$ cat src/rtl/bus16_arbiter.sv
// bus16_arbiter: two-requester round-robin arbiter and sequencer for one
// shared 16-bit valid/ready write port. The block owns the 2:1 data select,
// counts beats per grant and forces a release at MAX_BURST beats.
// Optional feature macro: ARB_TIMEOUT_EN adds an idle-owner timeout (TIMEOUT
// cycles with the granted request low) that forces a release and pulses
// o_timeout for one cycle. Without it a stalled owner keeps the bus.
module bus16_arbiter #(
  parameter int unsigned MAX_BURST = 8
`ifdef ARB_TIMEOUT_EN
  ,
  parameter int unsigned TIMEOUT = 15
`endif
) (
  input  logic        i_clk,
  input  logic        i_rst,
  input  logic        i_req_a,
  input  logic [15:0] i_data_a,
  input  logic        i_last_a,
  input  logic        i_req_b,
  input  logic [15:0] i_data_b,
  input  logic        i_last_b,
  output logic        o_gnt_a,
  output logic        o_gnt_b,
  output logic        o_sel,
  output logic        o_out_valid,
  output logic [15:0] o_out_data,
  output logic        o_out_last,
  input  logic        i_out_ready,
  output logic        o_timeout
);

  typedef enum logic [1:0] {
    ST_IDLE  = 2'd0,
    ST_OWN_A = 2'd1,
    ST_OWN_B = 2'd2
  } state_t;

  // Beat count value on which the burst limit forces out_last.
  localparam logic [7:0] LP_LAST_BEAT = 8'(MAX_BURST - 1);

  state_t     r_state;
  state_t     w_state_nxt;
  logic       r_sel;
  logic       r_ptr;          // 0 = A has priority on a tie, 1 = B
  logic [7:0] r_beat_cnt;

  logic       w_owned;
  logic       w_owner_b;
  logic       w_owner_req;
  logic       w_other_req;
  logic       w_owner_last;
  logic       w_valid;
  logic       w_last;
  logic       w_beat;
  logic       w_keep_self;
  logic       w_timeout_rel;
  logic       w_release;

  // Decode the current owner and form its beat handshake and last flag
  always_comb begin
    w_owned      = 1'b0;
    w_owner_b    = 1'b0;
    w_owner_req  = 1'b0;
    w_other_req  = 1'b0;
    w_owner_last = 1'b0;
    case (r_state)
      ST_OWN_A: begin
        w_owned      = 1'b1;
        w_owner_req  = i_req_a;
        w_other_req  = i_req_b;
        w_owner_last = i_last_a;
      end
      ST_OWN_B: begin
        w_owned      = 1'b1;
        w_owner_b    = 1'b1;
        w_owner_req  = i_req_b;
        w_other_req  = i_req_a;
        w_owner_last = i_last_b;
      end
      default: begin
        w_owned = 1'b0;
      end
    endcase
    w_valid = w_owned & w_owner_req;
    w_last  = w_owned & (w_owner_last | (r_beat_cnt == LP_LAST_BEAT));
    w_beat  = w_valid & i_out_ready;
    // A requester that signalled its own last has finished; only a burst cut
    // short by the limit (or a re-raised request after timeout) keeps going.
    w_keep_self = w_owner_req & ~w_owner_last;
  end

  assign w_release = w_owned & ((w_beat & w_last) | w_timeout_rel);

`ifdef ARB_TIMEOUT_EN
  logic [7:0] r_idle_cnt;
  logic [7:0] w_idle_cnt_nxt;
  logic       r_timeout;

  assign w_timeout_rel = w_owned & (r_idle_cnt == 8'(TIMEOUT));

  // Advance the idle counter while the owner holds the grant with req low
  always_comb begin
    if (w_owned & ~w_release & ~w_owner_req) begin
      w_idle_cnt_nxt = r_idle_cnt + 8'd1;
    end else begin
      w_idle_cnt_nxt = 8'd0;
    end
  end

  // Idle counter and timeout pulse registers
  always_ff @(posedge i_clk or posedge i_rst) begin
    if (i_rst) begin
      r_idle_cnt <= 8'd0;
      r_timeout  <= 1'b0;
    end else begin
      r_idle_cnt <= w_idle_cnt_nxt;
      r_timeout  <= (w_idle_cnt_nxt == 8'(TIMEOUT));
    end
  end
`else
  assign w_timeout_rel = 1'b0;
`endif

  // State register
  always_ff @(posedge i_clk or posedge i_rst) begin
    if (i_rst) begin
      r_state <= ST_IDLE;
    end else begin
      r_state <= w_state_nxt;
    end
  end

  // Next owner: arbitrate from IDLE, or hand over in the release cycle
  always_comb begin
    w_state_nxt = r_state;
    case (r_state)
      ST_IDLE: begin
        if (i_req_a & i_req_b) begin
          w_state_nxt = r_ptr ? ST_OWN_B : ST_OWN_A;
        end else if (i_req_a) begin
          w_state_nxt = ST_OWN_A;
        end else if (i_req_b) begin
          w_state_nxt = ST_OWN_B;
        end else begin
          w_state_nxt = ST_IDLE;
        end
      end
      ST_OWN_A: begin
        if (w_release) begin
          if (w_other_req) begin
            w_state_nxt = ST_OWN_B;
          end else if (w_keep_self) begin
            w_state_nxt = ST_OWN_A;
          end else begin
            w_state_nxt = ST_IDLE;
          end
        end else begin
          w_state_nxt = ST_OWN_A;
        end
      end
      ST_OWN_B: begin
        if (w_release) begin
          if (w_other_req) begin
            w_state_nxt = ST_OWN_A;
          end else if (w_keep_self) begin
            w_state_nxt = ST_OWN_B;
          end else begin
            w_state_nxt = ST_IDLE;
          end
        end else begin
          w_state_nxt = ST_OWN_B;
        end
      end
      default: begin
        w_state_nxt = ST_IDLE;
      end
    endcase
  end

  // Select, round-robin pointer and beat counter registers
  always_ff @(posedge i_clk or posedge i_rst) begin
    if (i_rst) begin
      r_sel      <= 1'b0;
      r_ptr      <= 1'b0;
      r_beat_cnt <= 8'd0;
    end else begin
      if (w_state_nxt == ST_OWN_A) begin
        r_sel <= 1'b0;
      end else if (w_state_nxt == ST_OWN_B) begin
        r_sel <= 1'b1;
      end else begin
        r_sel <= r_sel;
      end
      if (w_release) begin
        r_ptr <= ~w_owner_b;
      end else begin
        r_ptr <= r_ptr;
      end
      if (~w_owned | w_release) begin
        r_beat_cnt <= 8'd0;
      end else if (w_beat) begin
        r_beat_cnt <= r_beat_cnt + 8'd1;
      end else begin
        r_beat_cnt <= r_beat_cnt;
      end
    end
  end

  // Drive grants from state flops and pass the owner's beat through the mux
  always_comb begin
    o_gnt_a     = (r_state == ST_OWN_A);
    o_gnt_b     = (r_state == ST_OWN_B);
    o_sel       = r_sel;
    o_out_valid = w_valid;
    o_out_last  = w_last;
    if (r_sel) begin
      o_out_data = i_data_b;
    end else begin
      o_out_data = i_data_a;
    end
`ifdef ARB_TIMEOUT_EN
    o_timeout = r_timeout;
`else
    o_timeout = 1'b0;
`endif
  end

endmodule

$ cat config.mk
export PLATFORM = sky130hd
export DESIGN_NAME = bus16_arbiter
export DESIGN_NICKNAME = d
export VERILOG_FILES = /design/src/rtl/bus16_arbiter.sv
export SDC_FILE = /design/constraint.sdc
export NUM_CORES = 1
export LEC_CHECK = 0
export CAP_MARGIN = 20
export CORE_MARGIN = 2
export CORE_UTILIZATION = 35
export CTS_CLUSTER_DIAMETER = 200
export DETAILED_ROUTE_END_ITERATION = 10
export GPL_TIMING_DRIVEN = 0
export PLACE_DENSITY = 0.79
export SYNTH_ARGS = -nofsm -noshare
export SYNTH_HDL_FRONTEND = slang
export SYNTH_SLANG_ARGS = --single-unit
$ cat constraint.sdc
create_clock -name i_clk -period 5.5 [get_ports i_clk]
set_input_delay 0.825 -clock i_clk [delete_from_list [all_inputs] [get_ports i_clk]]
set_output_delay 0.825 -clock i_clk [all_outputs]
set_load 0.03 [all_outputs]
==> results.md <==
* Status: complete, no violations
* Unique masters post-synth at 39
* All-Layer GR Usage at 19.4%
* Finished Cell Area at 1660 um^2
* Crit path time final at 3410 ps
* Crit path kind: input port to primary output
* Sequential share of the synthesized area at 29.8%
* Die width at 57.7 um
* Filler Cell Count at 246
* Die H at 57.7 um
* Final period util at 62.0%
* Global-route wire length before repair at 5.02 mm
* DRT iter0 DRCs at 62
* Routed wire length at 3.06 mm
* Worst Path Max Fanout at 3
* EDFF count, synth at 0
* F_max at 293 MHz
* Final Net Count at 216
* Cell Rows at 19
* Core Area at 2760 um^2
* Die area at 3330 um^2
* P_leak at 0.657 nW
* Inserted Clock Buffers at 3
* DR WL/cell at 15.3 um
* Mapped Area at 1010 um^2
* YS warnings at 0
* Arr. time, crit path at 2580 ps
* Drt via density at 5.34
* Largest net degree at the start of global routing at 13
* Final setup viols at 0
* Layout cells sized above 1 at 18.3%
* Remaining antenna violation count at 0
* CP startpoint kind: input port
* Yosys top cell by area: dfrtp_1
* Post-cts repair resize count at 0
* Slew Limit Fails at 0
* Initial DRT Pass Iterations at 4
* Synth async-reset ratio at 100%
* Vias in the first global route at 1088
* Cells after Synth at 107
* Longest Clk Path Bufs at 2
* Area delta synth->final at 64.6%
* Starting Density at 36.6%
* ANT cells at 0
* Top cell type's share of synthesized area at 29.8%
* Antenna violations before repair at 0
* Critical path endpoint category: primary output
* Final setup TNS at 0 ps
* Worst hold-check path type: flop to flop
* GPL Wtd Cong at 0.794
* Synth Register Bits at 12
* I/O Pins at 61
* Clock slew at reported path FFs at 70 ps
* Avg Inst Size Synth at 9.42 um^2
* Hold Buf Count CTS at 0
* Setup Buffers After CTS at 0
* Syn nets at 152
* Worst EP required at 4680 ps
* H-tree Lvls at 1
* Final Hold Viols at 0
* Top cells by area, synth: dfrtp_1, mux2_2, ha_1
* Peak supply drop at 0.000273 V
* RSZ-0062 raised after global routing: no
* GR Overflow Total at 0
* # DRC at 0
* Setup Skew at 3.44 ps
* Placed cell area at 1640 um^2
* PwrDens at 414 nW/um^2
* Clk sinks at 12
* MaxCap Viol Count at 0
* I/O Buffers at 59
* Main flop type after synthesis: dfrtp_1
* Placed wire-length estimate at 2.51 mm
* Worst skew pair latency at 260 ps
* Via count at 1068
* CTS tree: built
* Root Buffer Master: clkbuf_4
==> flip-flops by register name, indices dropped and copies added (netlist names) <==
register,count
o_sel,1
r_beat_cnt,8
r_ptr,1
r_state,2
==> per-layer routing <==
layer  vias up  wire [um]  GRT usage [%]
li1        524          -              -
met1       522       1190           22.3
met2        18       1740           36.7
met3         4        100           2.68
met4         0         25           6.31
met5         -          0              0
==> critical path, stage by stage <==
cell	delay [ps]
clkdlybuf4s50_1	400
a22oi_1	410
o31ai_4	150
and2_2	210
clkdlybuf4s50_1	590
==> layout make-up <==
type / count / area (um^2) / area share (%)
buffer: 4 / 18.8 / 1.13
timing repair buffer: 59 / 591 / 35.6
multi-input combinational: 86 / 671 / 40.4
inverter: 5 / 18.8 / 1.13
sequential: 12 / 300 / 18.1
tap: 31 / 38.8 / 2.34
clock buffer: 3 / 22.5 / 1.36
==> cell families after synthesis <==
logic type               Yosys count  synth area share [%]
XOR/XNOR                           1                 0.869
adder cells (fa/ha/maj)            6                  7.44
other                              1                 0.372
buffers and inverters              9                  3.72
multiplexers                      16                  17.9
AND/OR/NAND/NOR                   32                  19.2
AO/OA/AOI/OAI                     30                  20.7
flip-flops                        12                  29.8
==> cells in the final DEF (no fill, tap or decap), types with 2 or more instances in the layout <==
cell type	n
clkdlybuf4s50_1	59
mux2_2	16
a21oi_1	12
dfrtp_1	12
nand2_1	8
ha_1	6
inv_1	5
o21ai_0	5
nand3_1	4
or3_1	3
nor2b_1	3
clkbuf_4	3
a22oi_1	2
clkbuf_1	2
o31ai_1	2
or4_1	2
==> power by group <==
group / internal, W / leakage [nW] / switching [W]
clock: 0.0000253 / 0.0138 / 0.0000254
combinational: 0.000233 / 0.482 / 0.000285
sequential: 0.000106 / 0.160 / 0.0000134
==> final timing paths <==
check / startpoint / endpoint / slack [ps] / depth (start not counted)
setup reg to reg: r_state[0] / o_sel / 3080 / 9
hold / removal: r_ptr / r_ptr / 580 / 2
setup / recovery: i_last_a / o_out_last / 2090 / 5
min in group asynchronous: i_rst / r_beat_cnt[3] / 870 / 2
hold reg to reg: r_ptr / r_ptr / 580 / 2
max in group asynchronous: i_rst / r_state[1] / 4320 / 2
==> synth_stat cells, types with 2 or more instances <==
cell type	number
mux2_2	16
a21oi_1	12
dfrtp_1	12
nand2_1	8
ha_1	6
inv_1	5
o21ai_0	5
nand3_1	4
nor2b_1	3
or3_1	3
a22oi_1	2
clkbuf_1	2
o31ai_1	2
or4_1	2
==> per-stage QoR <==
stage,total power (W),cells,util (%),setup slack (ps),hold slack (ps)
detailed placement,0.000637,197,59.4,2080,563
CTS,0.000689,200,60.2,2090,575
global route,0.000741,200,60.2,2020,619
finish,0.000688,200,60.2,2090,584
floorplan,0.000459,107,-,3060,515
global placement,0.000621,197,59.4,2150,533
Power figures use the tool's default switching activity.
